===== src/rtl/sensor_scan_pkg.sv =====
// sensor_scan_pkg: shared types and helpers for the sensor scan controller.
// Optional build macro SENSOR_SCAN_MASK_EN is handled in sensor_scan_ctrl.
package sensor_scan_pkg;

  localparam int BANK_W = 4;

  typedef enum logic [1:0] {
    IDLE   = 2'd0,
    DRIVE  = 2'd1,
    SAMPLE = 2'd2,
    DONE   = 2'd3
  } scan_state_e;

  // Bits needed to hold 0..max_count without wrapping.
  function automatic int cnt_width(input int max_count);
    return (max_count < 1) ? 1 : $clog2(max_count + 1);
  endfunction

endpackage


===== src/rtl/sensor_debounce.sv =====
// sensor_debounce: per-bank saturating error counter with a sticky fault flag.
// clr wins over any sample on the same edge.
module sensor_debounce
  import sensor_scan_pkg::*;
#(
  parameter int DEBOUNCE = 3
) (
  input  logic clk,
  input  logic n_rst,
  input  logic sample_en,
  input  logic err,
  input  logic clr,
  output logic fault
);

  localparam int            CW      = cnt_width(DEBOUNCE);
  localparam logic [CW-1:0] CNT_MAX = CW'(DEBOUNCE);

  logic [CW-1:0] cnt_q;
  logic [CW-1:0] cnt_inc;

  assign cnt_inc = (cnt_q == CNT_MAX) ? CNT_MAX : cnt_q + CW'(1);

  // Count consecutive erroring samples; latch fault when the count reaches DEBOUNCE.
  always_ff @(posedge clk or negedge n_rst) begin
    if (!n_rst) begin
      cnt_q <= '0;
      fault <= 1'b0;
    end else if (clr) begin
      cnt_q <= '0;
      fault <= 1'b0;
    end else if (sample_en) begin
      if (err) begin
        cnt_q <= cnt_inc;
        if (cnt_inc == CNT_MAX) begin
          fault <= 1'b1;
        end
      end else begin
        cnt_q <= '0;
      end
    end
  end

endmodule


===== src/rtl/sensor_scan_ctrl.sv =====
// sensor_scan_ctrl: round-robin scan of NUM_BANKS sensor banks through one
// shared error decoder, with per-bank debounce, sticky faults and a 4-phase clear.
// Build macro SENSOR_SCAN_MASK_EN adds bank_mask to skip selected banks.
//
// state  | meaning
// IDLE   | waiting for scan_en, decoder input parked at 0
// DRIVE  | selected bank routed to the decoder, settle cycle
// SAMPLE | bank still routed, dec_error captured at the end of the cycle
// DONE   | one-cycle scan_done pulse, bank index back to 0
module sensor_scan_ctrl
  import sensor_scan_pkg::*;
#(
  parameter int NUM_BANKS = 4,
  parameter int DEBOUNCE  = 3
) (
  input  logic                         clk,
  input  logic                         n_rst,
  input  logic                         scan_en,
  input  logic [BANK_W*NUM_BANKS-1:0]  sensor_banks,
`ifdef SENSOR_SCAN_MASK_EN
  input  logic [NUM_BANKS-1:0]         bank_mask,
`endif
  output logic [BANK_W-1:0]            dec_sensors,
  input  logic                         dec_error,
  output logic [$clog2(NUM_BANKS)-1:0] bank_idx,
  output logic [NUM_BANKS-1:0]         fault_vec,
  output logic                         alarm,
  output logic                         scan_done,
  input  logic                         clr_req,
  output logic                         clr_ack
);

  localparam int IW = $clog2(NUM_BANKS);

  scan_state_e       state_q, state_d;
  logic [IW-1:0]     bank_idx_q, bank_idx_d;
  logic [BANK_W-1:0] bank_arr [NUM_BANKS];
  logic [NUM_BANKS-1:0] mask_eff;
  logic [NUM_BANKS-1:0] bank_hit;
  logic [IW-1:0]     first_bank, next_bank;
  logic              first_found, next_found;
  logic              clr_pulse;

`ifdef SENSOR_SCAN_MASK_EN
  assign mask_eff = bank_mask;
`else
  assign mask_eff = '0;
`endif

  // A clear fires once per request: on the first edge req is seen with ack low.
  assign clr_pulse = clr_req & ~clr_ack;
  assign alarm     = |fault_vec;
  assign bank_idx  = bank_idx_q;

  // Lowest unmasked bank overall, and lowest unmasked bank above the current one.
  always_comb begin
    first_bank  = '0;
    first_found = 1'b0;
    next_bank   = '0;
    next_found  = 1'b0;
    for (int i = NUM_BANKS - 1; i >= 0; i--) begin
      if (!mask_eff[i]) begin
        first_bank  = IW'(i);
        first_found = 1'b1;
        if (i > int'(bank_idx_q)) begin
          next_bank  = IW'(i);
          next_found = 1'b1;
        end
      end
    end
  end

  // State and bank index registers.
  always_ff @(posedge clk or negedge n_rst) begin
    if (!n_rst) begin
      state_q    <= IDLE;
      bank_idx_q <= '0;
    end else begin
      state_q    <= state_d;
      bank_idx_q <= bank_idx_d;
    end
  end

  // Next-state, next bank select and decoder/scan_done outputs.
  always_comb begin
    state_d     = state_q;
    bank_idx_d  = bank_idx_q;
    dec_sensors = '0;
    scan_done   = 1'b0;
    unique case (state_q)
      IDLE: begin
        if (scan_en) begin
          if (first_found) begin
            state_d    = DRIVE;
            bank_idx_d = first_bank;
          end else begin
            state_d    = DONE;
            bank_idx_d = '0;
          end
        end
      end
      DRIVE: begin
        dec_sensors = bank_arr[bank_idx_q];
        state_d     = SAMPLE;
      end
      SAMPLE: begin
        dec_sensors = bank_arr[bank_idx_q];
        if (next_found) begin
          state_d    = DRIVE;
          bank_idx_d = next_bank;
        end else begin
          state_d    = DONE;
          bank_idx_d = '0;
        end
      end
      DONE: begin
        scan_done  = 1'b1;
        bank_idx_d = '0;
        if (scan_en) begin
          if (first_found) begin
            state_d    = DRIVE;
            bank_idx_d = first_bank;
          end else begin
            state_d = DONE;
          end
        end else begin
          state_d = IDLE;
        end
      end
      default: begin
        state_d    = IDLE;
        bank_idx_d = '0;
      end
    endcase
  end

  // Acknowledge register: set by a clear, dropped once req is seen low.
  always_ff @(posedge clk or negedge n_rst) begin
    if (!n_rst) begin
      clr_ack <= 1'b0;
    end else if (clr_pulse) begin
      clr_ack <= 1'b1;
    end else if (!clr_req) begin
      clr_ack <= 1'b0;
    end
  end

  for (genvar g = 0; g < NUM_BANKS; g++) begin : g_bank
    assign bank_arr[g] = sensor_banks[g*BANK_W +: BANK_W];
    assign bank_hit[g] = (state_q == SAMPLE) && (bank_idx_q == IW'(g));

    sensor_debounce #(
      .DEBOUNCE (DEBOUNCE)
    ) u_debounce (
      .clk       (clk),
      .n_rst     (n_rst),
      .sample_en (bank_hit[g]),
      .err       (dec_error),
      .clr       (clr_pulse | mask_eff[g]),
      .fault     (fault_vec[g])
    );
  end

endmodule


===== config.mk =====
export PLATFORM = sky130hd
export DESIGN_NAME = sensor_scan_ctrl
export DESIGN_NICKNAME = d
export VERILOG_FILES = /design/src/rtl/sensor_scan_pkg.sv /design/src/rtl/sensor_debounce.sv /design/src/rtl/sensor_scan_ctrl.sv
export SDC_FILE = /design/constraint.sdc
export NUM_CORES = 1
export LEC_CHECK = 0
export BUFFER_PORTS_ARGS = -buffer_cell sky130_fd_sc_hd__buf_4
export CORE_MARGIN = 2
export CORE_UTILIZATION = 40
export CTS_BUF_LIST = sky130_fd_sc_hd__clkbuf_16
export CTS_CLUSTER_DIAMETER = 120
export DETAILED_ROUTE_END_ITERATION = 10
export MAX_ROUTING_LAYER = met4
export PLACE_DENSITY = 0.69
export SYNTH_ARGS = -nofsm -noshare
export SYNTH_HDL_FRONTEND = slang
export SYNTH_SLANG_ARGS = --single-unit

===== constraint.sdc =====
create_clock -name clk -period 1.2 [get_ports clk]
set_input_delay 0.24 -clock clk [delete_from_list [all_inputs] [get_ports clk]]
set_output_delay 0.24 -clock clk [all_outputs]
set_load 0.03 [all_outputs]

Word level (Yosys, flattened, before mapping)

Index checks and enable logic that the tools add are counted.

Bits of input ports: 21
Output and inout bits: 13
Logic and storage cells: 113
Bits in registers: 17

Bitwise operators: 3
$add $sub $neg: 4
Reductions and logical operators: 23
Equal/unequal tests: 16
Magnitude comparators: 4
Multiplexer cells: 52

Operator list:

| operator            | number |
|---|---|
| $mux 2              | 23 |
| $eq 2x2->1 const B  | 12 |
| $mux 1              | 23 |
| $reduce_bool 2->1   | 9 |
| $mux 4              | 3 |
| $reduce_and 3->1    | 4 |
| $add 2x1->2 const B | 4 |
| $bmux 4 s2          | 1 |
| $pmux 2 s4          | 1 |
| $pmux 2 s3          | 1 |
| $eq 2x1->1 const B  | 2 |
| $gt 2x2->1 const A  | 2 |
| $logic_and 1x1->1   | 4 |
| $logic_not 2->1     | 2 |
| $reduce_or 4->1     | 1 |
| $ge 3x3->1 const B  | 1 |
| $not 2->3           | 1 |
| $reduce_bool 3->1   | 1 |
| $gt 1x2->1 const A  | 1 |
| $ne 2x1->1 const B  | 1 |
| $ne 2x2->1 const B  | 1 |
| $reduce_and 2->1    | 1 |
| $reduce_or 2->1     | 1 |
| $and 1x1->1         | 1 |
| $not 1->1           | 1 |

Logic depth before layout (Yosys ltp)

Depth after elaboration: 7
Gate-level depth with buffers: 6
Depth with buffers taken out: 5

Cells and area by module

From an unflattened synthesis, not the netlist that was laid out.

Cell total of the unflattened synthesis: 102
Area total of the unflattened synthesis: 1012.2 µm²

Modules (own cells, without submodules):

| module           | times used | sequential area each (µm²) | area each (µm²) | cells an instance |
|---|---|---|---|---|
| sensor_scan_ctrl | 1          | 125.1                      | 516.7           | 54 |
| sensor_debounce  | 4          | 75.1                       | 123.9           | 12 |

Worst setup path after synthesis

No wires, ideal clock.

Path kind: flip-flop to output port
From: register state_q[0]
To: output dec_sensors[2]
Arrival: 1.422 ns
Buffers on the path: 0
Cell stages (with the launch flop): 5
Data required time: 0.960 ns
Setup slack: -0.462 ns
Cells stage by stage: dfrtp_1 inv_1 ha_1 nand2_1 o22ai_1

Word-level cells in the longest chain between the ends: 3
Elaborated cells between the ends (all ways): 4
Classes of those cells: eq/ne (2); mux (1); reduce/logical (1)

RTL lines:

| element                                         | RTL line               | text |
|---|---|---|
| start: declaration                              | sensor_scan_ctrl.sv:35 | `scan_state_e state_q, state_d;` |
| start signal: assignment                        | sensor_scan_ctrl.sv:79 | `state_q <= state_d;` |
| $eq 2x2->1 / $eq 2x1->1 (equally long branches) | sensor_scan_ctrl.sv:90 | `unique case (state_q)` |
| $reduce_or 2->1 (no source line) *              | -                      |  |
| $mux 4 *                                        | -                      |  |
| end: declaration                                | sensor_scan_ctrl.sv:23 | `output logic [BANK_W-1:0] dec_sensors,` |

Mark *: on every way between the ends. The rest lies on a longest branch, timed or not.

Worst setup path after layout

From: register state_q[0]
To: output dec_sensors[0]

The elaborated chain is that of the path after synthesis.

==> out/results.ini <==
[status]
outcome=finished with violations
violations=setup timing

[worst_setup_path]
slowest_stage=dfrtp_1
criticalPathCategory=reg -> out
worst-r2r-cell-count=7
crit_fanout=4
rrSetupSlack_ns=-0.24
crit_arrival_ns=1.36
r2r_end=g_bank[0].u_debounce.cnt_q[1]
cp-start-kind=flop
critPathRequiredTime_ns=0.96
r2r_start=state_q[0]
path_cells=inv_2 -> ha_4 -> nand2_8 -> o22ai_4 -> buf_6
setup.worst_path.end_class=primary output
max_stage_delay_ns=0.36

[grt]
gr-total-overflow=0
grt_usage_pct=20.57
antenna_found_initial=0
grt_pass1_wl_um=5002
grt_pass1_vias=1113
grt_max_degree=18

[clock_tree]
cts_tree=yes
insertion_delay_ns=0.25
clk_pin_slew_ns=0.05
h-tree-depth=1
cts_buffers=3
root_buffer=clkbuf_16
cts.sinks=17
clk_path_buf_depth=2

[pwr]
p_per_area_nw_per_um2=2198
power.leakage_uw=0.0008446
ir_worst_vdd_uv=2299
finalPower_uw=4364

[timing]
hold_viol_final=0
tightest_slew_ns=0.3498
holdWs_ns=0.1088
fin_crit_sh_pct=133.2
max_freq_mhz=625.7
maxSlewHeadroom_pct=76.63
worst_slack_ns=-0.3983
post-route-min-period_ns=1.598
finalMaxSlewViolations=0
skew_ns=0.001567
final-setup-viol-count=21
rsz0062_at_grt=yes

[logic_synthesis]
yosys_warnings=0
yosysSeqAreaShare_pct=38.99
ys_seq_elements=17
syn_nets=144
ys_types=27
syn_area_um2=1091
syn_inst=113
avgSynthCellArea_um2=9.655

[die]
initial_core_util_pct=43.25
core_area_um2=2522
io_pins=34
std_cell_rows=18
die_x_um=56.23
die_area_um2=3161
die_y_um=56.23

[placement]
dp_hpwl_um=1969
gp_congestion=0.7572
dp.cells=179
port_buffers=33

[final_layout]
syn2layout_area_growth_pct=82.00
seqCellArea_um2=427.9
multi_input_area_um2=868.3
nFillCells=150
final_cells=193
num-nets-final=195
num_antenna_cells=0
drive_gt1_share_pct=63.19

[detailed_routing]
dr.pass1.iters=4
vias=1087
drt-vias-per-instance=5.632
drc=0
drt-initial-drc-count=22
wl_um=3180
detail-route-antenna-nets=0
wl_per_cell_um=16.48

[min_path]
hold_end=clr_ack
holdPathStages=1
min-delay-start=clr_req
min_path_type=in -> reg

[job]
maxCapViolCount=0

logic make-up after synthesis:
group,after synthesis,synth area share (%)
simple gates,31,14.22
flops,17,38.99
buf+inv,19,10.66
mux,8,7.340
compound gates,28,17.31
fa+ha+maj,10,11.47
where the power goes:
group / internal, uW / leakage (uW) / switching, uW
Combinational: 1440 / 0.000576 / 1500
Sequential: 675 / 0.000226 / 89.6
Clock: 442 / 0.0000423 / 219
Total: 2560 / 0.000845 / 1810
flip-flops by register name (all words and copies together) (netlist names):
signal / flops
g_bank.u_debounce.cnt_q: 8
g_bank.u_debounce.fault: 4
bank_idx: 2
state_q: 2
clr_ack: 1
what timing repair did:
action / 4_1_cts / 5_1_grt
hold buffers: 1 / 0
cloned: 0 / 1
buffers inserted: 9 / 3
endpoints found under the hold margin: 17 / 0
endpoints found under the setup margin: 24 / 27
pin swaps: 3 / 11
gates resized for setup: 39 / 22
Yosys cell counts (all sizes together):
library cell  number  area share [%]
nand2             11             4.0
ha                10              11
nor3               6             2.8
nor2               8             2.8
a41oi              4             3.2
o211ai             1            0.69
mux2i              8             7.3
buf                9             7.2
nand4bb            1             1.0
inv                9             3.1
a21oi              5             2.3
o21ai              3             1.4
nand2b             1            0.57
o31ai              2             1.4
nor2b              2             1.8
nor4               1            0.57
dfrtp             17              39
a31oi              5             2.9
o2111ai            4             3.2
or4                1            0.69
o22ai              4             2.3
clkbuf             1            0.34
stage by stage:
stage	instance area (um2)	utilization (%)	TNS (ns)	setup WS (ns)
5_1_grt	1986	78.72	-6.030	-0.4486
3_5_place_dp	1506	59.72	-2.736	-0.2347
2_1_floorplan	1197	-	-1.495	-0.1819
3_3_place_gp	1506	59.72	-2.065	-0.1781
6_report	1986	78.72	-4.851	-0.3983
4_1_cts	1842	73.02	-3.419	-0.4134
cells in the final DEF, fill, tap and decap left out, drive strengths merged, types with 2 or more instances in the layout:
master / instances
clkbuf: 4
nand2: 11
inv: 10
mux2i: 8
o2111ai: 4
ha: 10
dfrtp: 17
nor2: 8
a41oi: 4
o22ai: 4
o21ai: 3
nor2b: 2
buf: 54
a31oi: 5
a21oi: 5
nor3: 6
o31ai: 2
worst max path at each step:
stage,to,slack (ns),depth (start not counted),startpoint
3_3_place_gp,dec_sensors[2],-0.18,3,bank_idx[0]
6_report,dec_sensors[0],-0.40,5,state_q[0]
3_5_place_dp,dec_sensors[3],-0.23,3,bank_idx[0]
2_1_floorplan,dec_sensors[0],-0.18,4,state_q[0]
4_1_cts,dec_sensors[0],-0.41,5,state_q[1]
5_1_grt,dec_sensors[2],-0.45,5,state_q[0]
per-layer routing:
layer,routed length [um],global-route usage [%]
met5,0,-
met4,37,9.184
met3,153,3.023
met2,1696,36.81
met1,1293,22.33
critical path: cells and delay by family, from the launching register on:
family	cells	cell delay, ns
flops	1	0.36
fa+ha+maj	1	0.31
buf+inv	2	0.21
compound gates	1	0.15
simple gates	1	0.08
final cells by class:
class,instances,area share (%)
well taps,30,1.890
clock inverters,1,0.1890
repair buffers,56,27.03
clock buffers,3,3.781
flip-flops and latches,17,21.55
inverters,9,1.827
multi-input cells,77,43.73
No activity file was read; power rests on OpenSTA's default activity.
